`src/rtl/clock_period_meter.sv`:
```
// rtl/clock_period_meter.sv - measures sig_in period in clk_in cycles and recovers scale = period/CONST
// Optional stall detection compiled in with `define CLKMETER_TIMEOUT_EN.
module clock_period_meter #(
  parameter int WIDTH   = 8,
  parameter int CONST   = 258850,
  parameter int CNT_W   = 32,
  parameter int TIMEOUT = 67108864
) (
  input  logic             clk_in,
  input  logic             nrst,
  input  logic             sig_in,
  output logic [CNT_W-1:0] period_out,
  output logic [WIDTH-1:0] scale_out,
  output logic             valid,
  output logic             busy,
  output logic             overrun,
  output logic             stalled
);

  localparam int DW = CNT_W + WIDTH;
  localparam int IW = (WIDTH > 1) ? $clog2(WIDTH) : 1;
  localparam logic [DW-1:0] CONST_W = DW'(CONST);
  localparam logic [DW-1:0] LIMIT   = CONST_W << WIDTH;

  typedef enum logic [1:0] {ARM, MEASURE, DIVIDE} state_t;

  state_t           state, state_next;
  logic             sync1, sync2, sync3, rise;
  logic [CNT_W-1:0] cnt;
  logic [CNT_W-1:0] p_meas;
  logic [CNT_W-1:0] p_reg;
  logic [DW-1:0]    rem;
  logic [DW-1:0]    trial;
  logic [WIDTH-1:0] quo, q_next;
  logic [IW-1:0]    idx;
  logic             sat;
  logic             ge;
  logic             time_hit;
  logic             last_step;

  assign p_meas    = (&cnt) ? cnt : cnt + 1'b1;
  assign trial     = CONST_W << idx;
  assign ge        = (rem >= trial);
  assign last_step = (idx == '0);
  assign busy      = (state == DIVIDE);

  always_comb begin
    q_next = quo;
    if (ge) q_next[idx] = 1'b1;
  end

`ifdef CLKMETER_TIMEOUT_EN
  assign time_hit = (cnt == CNT_W'(TIMEOUT - 1)) && !rise;

  always_ff @(posedge clk_in or negedge nrst) begin
    if (!nrst)         stalled <= 1'b0;
    else if (time_hit) stalled <= 1'b1;
    else if (rise)     stalled <= 1'b0;
  end
`else
  wire unused_timeout = |TIMEOUT;
  assign time_hit = 1'b0;
  assign stalled  = 1'b0;
`endif

  // Two sync flops, then an edge-detect flop whose output is the registered rise pulse.
  always_ff @(posedge clk_in or negedge nrst) begin
    if (!nrst) begin
      sync1 <= 1'b0;
      sync2 <= 1'b0;
      sync3 <= 1'b0;
      rise  <= 1'b0;
    end else begin
      sync1 <= sig_in;
      sync2 <= sync1;
      sync3 <= sync2;
      rise  <= sync2 & ~sync3;
    end
  end

  always_ff @(posedge clk_in or negedge nrst) begin
    if (!nrst)      cnt <= '0;
    else if (rise)  cnt <= '0;
    else if (!(&cnt)) cnt <= cnt + 1'b1;
  end

  always_ff @(posedge clk_in or negedge nrst) begin
    if (!nrst) state <= ARM;
    else       state <= state_next;
  end

  always_comb begin
    state_next = state;
    case (state)
      ARM:     if (rise) state_next = MEASURE;
      MEASURE: if (rise) state_next = DIVIDE;
      DIVIDE:  if (last_step) state_next = MEASURE;
      default: state_next = ARM;
    endcase
    if (time_hit) state_next = ARM;
  end

  always_ff @(posedge clk_in or negedge nrst) begin
    if (!nrst) begin
      p_reg      <= '0;
      rem        <= '0;
      quo        <= '0;
      idx        <= '0;
      sat        <= 1'b0;
      period_out <= '0;
      scale_out  <= '0;
      valid      <= 1'b0;
      overrun    <= 1'b0;
    end else begin
      valid <= 1'b0;
      if (state == MEASURE && rise && !time_hit) begin
        p_reg <= p_meas;
        rem   <= {{WIDTH{1'b0}}, p_meas};
        quo   <= '0;
        idx   <= IW'(WIDTH - 1);
        sat   <= ({{WIDTH{1'b0}}, p_meas} >= LIMIT);
      end
      if (state == DIVIDE) begin
        // Restoring step still runs when saturated so latency stays fixed at WIDTH cycles.
        if (ge) rem <= rem - trial;
        quo <= q_next;
        idx <= idx - 1'b1;
        if (last_step && !time_hit) begin
          period_out <= p_reg;
          scale_out  <= sat ? {WIDTH{1'b1}} : q_next;
          valid      <= 1'b1;
        end
        if (rise) overrun <= 1'b1;
      end
    end
  end

endmodule

```
`config.mk`:
```
export PLATFORM = sky130hd
export DESIGN_NAME = clock_period_meter
export DESIGN_NICKNAME = d
export VERILOG_FILES = /design/src/rtl/clock_period_meter.sv
export SDC_FILE = /design/constraint.sdc
export NUM_CORES = 1
export LEC_CHECK = 0
export CORE_UTILIZATION = 30
export CTS_CLUSTER_SIZE = 10
export DETAILED_ROUTE_END_ITERATION = 16
export PLACE_DENSITY = 0.47
export SLEW_MARGIN = 0
export SYNTH_ARGS = -nofsm -noshare
export SYNTH_HDL_FRONTEND = slang
export SYNTH_SLANG_ARGS = --single-unit
```
`constraint.sdc`:
```
create_clock -name clk_in -period 3.7 [get_ports clk_in]
set_input_delay 0.37 -clock clk_in [delete_from_list [all_inputs] [get_ports clk_in]]
set_output_delay 0.37 -clock clk_in [all_outputs]
set_load 0.02 [all_outputs]
```
# Word-level counts from Yosys, hierarchy flattened
# Cells that the tools add are included.
[word_totals]
reg_bits = 164
latchBits = 0
ramBits = 0
mem_bits_ro = 0
elab_cells = 59
mem_count = 0
[classes]
add_sub_neg = 3
mul = 0
div_mod_pow = 0
n_lt_le_gt_ge = 4
eq_ne = 5
n_shift = 1
n_mux = 19
n_bitwise = 3
n_reduce_logical = 9
[op_table]
columns = ["op", "count"]
rows = [
  ["$mux W40", 3],
  ["$mux W32", 2],
  ["$ge A40 B40 Y1", 1],
  ["$shl A18 B3 Y40 const A", 1],
  ["$sub A40 B40 Y40", 1],
  ["$add A32 B1 Y32 const B", 1],
  ["$ge A32 B26 Y1 const B", 1],
  ["$mux W8", 4],
  ["$reduce_and A32 Y1", 1],
  ["$or A8 B8 Y8", 1],
  ["$mux W2", 3],
  ["$mux W3", 2],
  ["$pmux W2 S3", 1],
  ["$lt A3 B4 Y1 const B", 1],
  ["$ne A2 B2 Y1 const B", 2],
  ["$reduce_and A2 Y1", 2],
  ["$demux W1 S3", 1],
  ["$ge A3 B1 Y1 const B", 1],
  ["$logic_not A3 Y1", 1],
  ["$mux W1", 3],
  ["$reduce_and A3 Y1", 1],
  ["$sub A3 B1 Y3 const B", 1],
  ["$eq A2 B1 Y1 const B", 1],
  ["$eq A2 B2 Y1 const B", 1],
  ["6 further kinds", 7],
]

# Depth between registers and ports, before layout
# Gate-level depths: netlist of run 1.
[logic_depth]
ltp_word = 7
ltp_mapped = 17

# Worst setup path after synthesis of run 1
# No wires, ideal clock.
[synth_timing]
kind = "reg-to-reg"
start = "reg idx[0]"
end = "reg rem[36]"
setup_ns = 0.120
arrival_time_ns = 3.801
required_time_ns = 3.580
slack_ns = -0.221
stages_incl_launch_ff = 15
synth_period_minus_slack_ns = 3.921
cell_sequence = "dfrtp_1 -> clkbuf_1 -> inv_1 -> ha_1 -> and2_1 -> nor2_1 -> ha_1 -> nand2_1 -> nor4_1 -> a21bo_2 -> a31oi_1 -> nor3_1 -> a2111oi_0 -> nand2_1 -> a31o_2"
[synth_via]
elab_chain_len = 4
[synth_lines]
columns = ["element", "line", "text"]
rows = [
  ["start, declared", "35", "logic [IW-1:0] idx;"],
  ["start signal, assigned", "120", "idx <= IW'(WIDTH - 1);"],
  ["start signal, assigned", "127", "idx <= idx - 1'b1;"],
  ["$shl A18 B3 Y40 (*)", "42", "assign trial = CONST_W << idx;"],
  ["$sub A40 B40 Y40 or $ge A40 B40 Y1 (tied branches)", "125, 43", ""],
  ["$mux W40 (*)", "125", "if (ge) rem <= rem - trial;"],
  ["$mux W40 (*)", "123", "if (state == DIVIDE) begin"],
  ["end signal, assigned", "118", "rem <= {{WIDTH{1'b0}}, p_meas};"],
  ["end signal, assigned", "125", ""],
  ["end, declared", "32", "logic [DW-1:0] rem;"],
]
# Every way passes the cells marked *; elsewhere a longest branch is shown, timed or not.
# A chain may end at the register's enable or synchronous reset.

# Worst setup path in the final report of run 1
[layout_timing]
start = "reg idx[1]"
end = "reg rem[34]"
# Same word-level chain as after synthesis.

==> impl_metrics.json, run 1 <==
{
  "status": "complete, no violations",
  "synth_area_leaders": "dfrtp_1, ha_1, nor2_1, mux2_2, nand2_1",
  "slew-limit-headroom_pct": 51.70,
  "ys_ff_latch": 164,
  "grt_max_degree": 72,
  "largest_register": "rem",
  "power_density_nw_per_um2": 947.9,
  "die_h_um": 173.1,
  "final_nets": 1013,
  "antenna_cells": 0,
  "clkLatencyLatePin_ns": 0.43,
  "hold_viol": 0,
  "htreeDepth": 4,
  "drt_iter0_drc": 465,
  "cap_violations": 0,
  "final_area_um2": 10580,
  "setup_viol": 0,
  "ys_warn_count": 0,
  "grt_pass1_wl_um": 39430,
  "tightest_slew_ns": 0.7245,
  "post-route-min-period_ns": 3.493,
  "die_w_um": 173.1,
  "finalMaxSlewViolations": 0,
  "arrival_ns": 3.81,
  "fillerInstances": 2884,
  "syn_inst": 917,
  "clock-sinks": 164,
  "path_max_fanout": 7,
  "fmax_mhz": 286.3,
  "clock-skew-final_ns": 0.01244,
  "grt_use_total_pct": 16.77,
  "num_vias": 7040,
  "grt_pass1_vias": 6999,
  "synth_area_um2": 8783,
  "timing.final.ws_setup_ns": 0.2069,
  "core_um2": 28780,
  "synth.most_common_cell": "dfrtp_1",
  "portBuffers": 45,
  "clkTransAtPathRegs_ns": 0.07,
  "gp_congestion": 0.8760,
  "startpoint_type": "flip-flop",
  "synth_top_area_cell": "dfrtp_1",
  "drt_pass1_iterations": 5,
  "leakage_nw": 4.564,
  "netlist-cell-type-count": 67,
  "synth_fp_nets": 955,
  "dpl.hpwl_um": 17970,
  "post-route-period-util_pct": 94.41,
  "synth-seq-area-share_pct": 46.72,
  "start_util_pct": 30.52,
  "ys_async_sr_fraction_pct": 100.0,
  "crit_path_end_kind": "flip-flop",
  "drt-total-wl_um": 24290,
  "placed_cell_area_um2": 9862,
  "clock_path_buffers": 2,
  "synth_top_area_share_pct": 46.72,
  "num_rows": 62,
  "cp_slowest_stage_delay_ns": 0.38,
  "worst_path_most_repeated_cell": "ha_1",
  "cp.buffers_inverters": 1,
  "overflow": 0,
  "ant_nets": 0,
  "drive_gt1_share_pct": 13.66,
  "area_delta_synth_final_pct": 20.43,
  "dp_slack_ns": -0.06221,
  "grt_setup_unrepaired": "true",
  "cts_buffers": 17,
  "io_pins": 47,
  "total_power_w": 0.01003,
  "wire_per_inst_um": 17.70,
  "critical-path-top-delay-family": "compound AO/OA/AOI/OAI gates",
  "drc_errors": 0,
  "cts-root-buf": "clkbuf_16",
  "hp-class": "reg2reg",
  "synth_common_cells": "dfrtp_1, nor2_1, nand2_1",
  "via_per_inst": 5.131,
  "tns_ns": 0,
  "avgSynthCellArea_um2": 9.578,
  "dieArea_um2": 29970,
  "crit_path_top_delay_cell": "dfrtp_1",
  "largest_reg_flops": 40,
  "path_class": "reg2reg",
  "cp.required_ns": 4.02,
  "cts_tree": "done",
  "antenna_found_initial": 0,
  "crit_chain": "inv_1 -> ha_1 -> o21a_1 -> ha_1 -> nand3_1 -> nor4_2 -> a21bo_2 -> a31oi_4 -> or3_1 -> and3_4 -> a31oi_1 -> a211o_1",
  "ir_worst_vdd_uv": 387.7,
  "synth_enable_flop_cells": 0,
  "synth_ff_type": "dfrtp_1"
}
per-layer routing:
layer	up-vias	wire length [um]	GRT usage (%)
met3	28	751	2.507
met1	3452	11660	23.25
met5	-	0	0
met2	122	11400	26.71
met4	0	477	5.642
li1	3438	-	-
where the power goes:
part / switching, W / internal [W] / total (W)
clock network: 0.000819 / 0.00108 / 0.00190
registers: 0.000466 / 0.00241 / 0.00287
logic: 0.00299 / 0.00226 / 0.00525
total: 0.00427 / 0.00575 / 0.0100
layout make-up:
type                       instances  area (um^2)  area share, %
multi-input combinational        687         4508          42.62
sequential                       164         4105          38.81
timing repair buffer              82        769.5          7.275
tap                              384        480.5          4.542
clock buffer                      17        425.4          4.022
clock inverter                    15        202.7          1.916
inverter                          23        86.33         0.8162
cell families after synthesis:
group	Yosys count	synth area share (%)
other	1	0.04269
buffers and inverters	66	3.020
adders and majority gates	35	4.986
and+or+nand+nor	327	18.02
xor gates and xnor gates	48	4.786
AOI/OAI and AO/OA	241	17.98
DFF	164	46.72
muxes	35	4.445
path summary, 6_finish.rpt:
check / from / endpoint / slack [ns] / cells past startpoint
worst max-delay path: idx[1] / rem[34] / 0.21 / 12
min in group asynchronous: nrst / rem[12] / 0.50 / 2
worst max register to register: idx[1] / rem[34] / 0.21 / 12
max in group asynchronous: nrst / p_reg[4] / 2.31 / 3
worst min register to register: sync1 / sync2 / 0.35 / 0
worst min-delay path: sync1 / sync2 / 0.35 / 0
metrics by stage:
| stage | util, % | instances | hold slack (ns) |
|---|---|---|---|
| after floorplan | - | 917 | 0.07441 |
| after global placement | 34.27 | 1338 | 0.3407 |
| after detailed placement | 34.27 | 1338 | 0.3363 |
| after CTS | 36.51 | 1371 | 0.3529 |
| after global routing | 36.75 | 1372 | 0.3660 |
| final | 36.75 | 1372 | 0.3518 |
layout by cell type (no fill, tap or decap), types with 7 or more instances in the layout:
master and count:
o21a_1 20, a21oi_1 60, and2_1 9, clkbuf_16 17, nand2_1 85, nand3_1 20
buf_4 33, xnor2_1 34, xor2_1 14, or3_1 8, o21ai_0 56, o211ai_1 18
nor2b_1 7, and3_1 10, a211oi_1 11, clkdlybuf4s50_1 44, nand4_1 15, nor2_1 100
nor4_1 10, a21o_1 14, ha_1 35, mux2_2 32, a31oi_1 8, nor3_1 23
dfrtp_1 163, and4_1 9, inv_1 22
worst reg2reg max path, delay by kind of cell, from the launching register on:
family | cells | cell delay [ns]
adder cells (fa/ha/maj) | 2 | 0.67
flip-flops | 1 | 0.38
AO/OA/AOI/OAI | 5 | 1.24
AND/OR/NAND/NOR | 4 | 0.97
buffers and inverters | 1 | 0.13
what timing repair did:
action                     in CTS  in global routing
hold buffers                    1                  0
setup endpoints to repair       3                 39
gates resized for setup         2                 12
gates cloned                    0                  0
hold endpoints to repair       27                  0
pin swaps                       0                  1
buffers inserted                0                  1
No activity file was read; power rests on OpenSTA's default activity.
==> inputs of run 2 (changes only) <==
--- a/config.mk
+++ b/config.mk
@@ -8,6 +8,7 @@
 export CORE_UTILIZATION = 30
 export CTS_CLUSTER_SIZE = 10
 export DETAILED_ROUTE_END_ITERATION = 16
+export GPL_ROUTABILITY_DRIVEN = 0
 export PLACE_DENSITY = 0.47
 export SLEW_MARGIN = 0
 export SYNTH_ARGS = -nofsm -noshare
==> results of run 2 <==
No change in the layout: final DEF, timing and power equal those of run 1.
==> inputs of run 3 (changes only) <==
--- a/config.mk
+++ b/config.mk
@@ -9,7 +9,7 @@
 export CTS_CLUSTER_SIZE = 10
 export DETAILED_ROUTE_END_ITERATION = 16
 export GPL_ROUTABILITY_DRIVEN = 0
-export PLACE_DENSITY = 0.47
+export PLACE_DENSITY = 0.46
 export SLEW_MARGIN = 0
 export SYNTH_ARGS = -nofsm -noshare
 export SYNTH_HDL_FRONTEND = slang
==> constraint.sdc (replaced) <==
create_clock -name clk_in -period 4 [get_ports clk_in]
set_input_delay 0.4 -clock clk_in [delete_from_list [all_inputs] [get_ports clk_in]]
set_output_delay 0.4 -clock clk_in [all_outputs]
set_load 0.02 [all_outputs]
==> run 3 against run 2 <==
Critical path depth increased by 2. Count of clock-buffer cells in the layout is the same. Via count shrank 0.50%. Die area is the same. Global-route usage rose by 0.071 points. Wire length decreased by 0.27%. Clock power decreased by 12%. Fmax is 4.7% lower. Flip-flop and latch count did not move. Critical path type unchanged. Largest power group unchanged. Highest routed layer unchanged.
==> impl_metrics.json, run 3 (synthesis results as in run 1) <==
{
  "swShare_pct": 43.68,
  "via_per_inst": 5.166,
  "wire_per_inst_um": 17.86,
  "clkTransAtPathRegs_ns": 0.07,
  "cp.required_ns": 4.32,
  "drt_pass1_iterations": 8,
  "path_max_fanout": 16,
  "post-route-period-util_pct": 91.59,
  "p_comb_share_pct": 52.0,
  "grt_pass1_wl_um": 39340,
  "total_power_w": 0.009009,
  "drive_gt1_share_pct": 11.32,
  "crit_path_end_kind": "flip-flop",
  "drt-total-wl_um": 24220,
  "cts_setup_buffers": 0,
  "multiInputGateArea_um2": 4454,
  "slew-limit-headroom_pct": 45.47,
  "largest_register": "rem",
  "use_met2_pct": 25.82,
  "instances_no_fill": 1356,
  "grt_use_total_pct": 16.84,
  "layout_commonest_cell": "dfrtp_1",
  "hold_viol": 0,
  "portBuffers": 45,
  "drc_errors": 0,
  "clock_path_buffers": 2,
  "cts-root-buf": "clkbuf_16",
  "clock-sinks": 164,
  "internal_power_w": 0.005074,
  "path_class": "reg2reg",
  "dpl.hpwl_um": 17830,
  "p_seq_share_pct": 29.4,
  "dieArea_um2": 29970,
  "regArea_um2": 4104,
  "gr-usage-met1_pct": 24.18,
  "core_um2": 28780,
  "drt_iter0_drc": 503,
  "startpoint_type": "flip-flop",
  "antenna_cells": 0,
  "num_vias": 7005,
  "p_clk_share_pct": 18.7,
  "clkLatencyLatePin_ns": 0.43,
  "cts_buffers": 17,
  "grt_pass1_vias": 6853,
  "met3_usage_pct": 2.880,
  "start_util_pct": 30.52,
  "hp-class": "reg2reg",
  "io_pins": 47,
  "num_rows": 62,
  "setup_viol": 0,
  "tightest_slew_ns": 0.8180,
  "clock-skew-final_ns": 0.01100,
  "overflow": 0,
  "status": "complete, no violations",
  "fillerInstances": 2923,
  "leakage_nw": 4.455,
  "fmax_mhz": 272.9,
  "die_h_um": 173.1,
  "dp.cells": 1323,
  "area_delta_synth_final_pct": 17.69,
  "grt_setup_unrepaired": "false",
  "ir_worst_vdd_uv": 398.7,
  "power_density_nw_per_um2": 871.5,
  "arrival_ns": 3.99,
  "ant_nets": 0,
  "cts_tree": "done",
  "final_nets": 997,
  "finalMaxSlewViolations": 0,
  "grt_max_degree": 65,
  "tns_ns": 0,
  "post-route-min-period_ns": 3.664,
  "grt.busiest_layer": "met2",
  "cap_violations": 0,
  "layout_common_cells": "dfrtp_1, nor2_1, nand2_1, a21oi_1, o21ai_0",
  "largest_reg_flops": 40,
  "die_w_um": 173.1,
  "antenna_found_initial": 0,
  "htreeDepth": 4,
  "p_sw_w": 0.003935
}
==> run 3: cell type report <==
cell class | instances | area share [%]
well taps | 384 | 4.648
multi-input cells | 687 | 43.09
flip-flops and latches | 164 | 39.70
clock buffers | 17 | 4.115
clock inverters | 15 | 1.573
inverters | 23 | 0.8352
repair buffers | 66 | 6.040
==> run 3: per-stage QoR <==
| stage | instance area [um^2] | hold WS (ns) | setup slack (ns) | utilization, % |
|---|---|---|---|---|
| 6_report | 10340 | 0.3538 | 0.3362 | 35.92 |
| 3_3_place_gp | 9723 | 0.3336 | 0.2587 | 33.78 |
| 5_1_grt | 10340 | 0.3634 | 0.04957 | 35.92 |
| 3_5_place_dp | 9723 | 0.3371 | 0.2290 | 33.78 |
| 2_1_floorplan | 8783 | 0.1044 | 0.07873 | - |
| 4_1_cts | 10320 | 0.3547 | 0.1906 | 35.86 |
==> run 3: final timing paths <==
path,slack (ns),depth (start not counted),from,to
setup / recovery,0.34,14,idx[0],rem[27]
hold / removal,0.35,0,sync1,sync2
setup reg to reg,0.34,14,idx[0],rem[27]
hold reg to reg,0.35,0,sync1,sync2
max in group asynchronous,2.47,3,nrst,cnt[11]
min in group asynchronous,0.50,2,nrst,rem[9]
==> run 3: power by group through the flow <==
stage               Sequential [W]  Clock (W)  Combinational (W)
floorplan                  0.00275          0            0.00309
global placement           0.00268          0            0.00465
detailed placement         0.00268          0            0.00463
CTS                        0.00265    0.00172            0.00466
global route               0.00273    0.00179            0.00516
finish                     0.00265    0.00168            0.00468
==> run 3: what timing repair did <==
action / in CTS / in global routing
hold buffers: 1 / 0
resized for setup: 0 / 6
endpoints found under the hold margin: 52 / 0
setup endpoints to repair: 0 / 10
==> run 3: layer usage <==
layer	routed length, um	share of wire (%)
met1	12060	50
met5	0	0
met3	749	3.1
met2	11040	46
met4	377	1.6
==> run 3: critical path, stage by stage, from the launching register on <==
cell      delay (ns)
dfrtp_1         0.38
buf_4           0.19
ha_1            0.22
nor2_1          0.19
nor2_1          0.08
ha_1            0.37
and2_1          0.23
and3_1          0.17
a22oi_1         0.36
a31oi_1         0.14
buf_4           0.19
o31ai_4         0.39
buf_4           0.28
nor2_1          0.06
a222oi_1        0.29
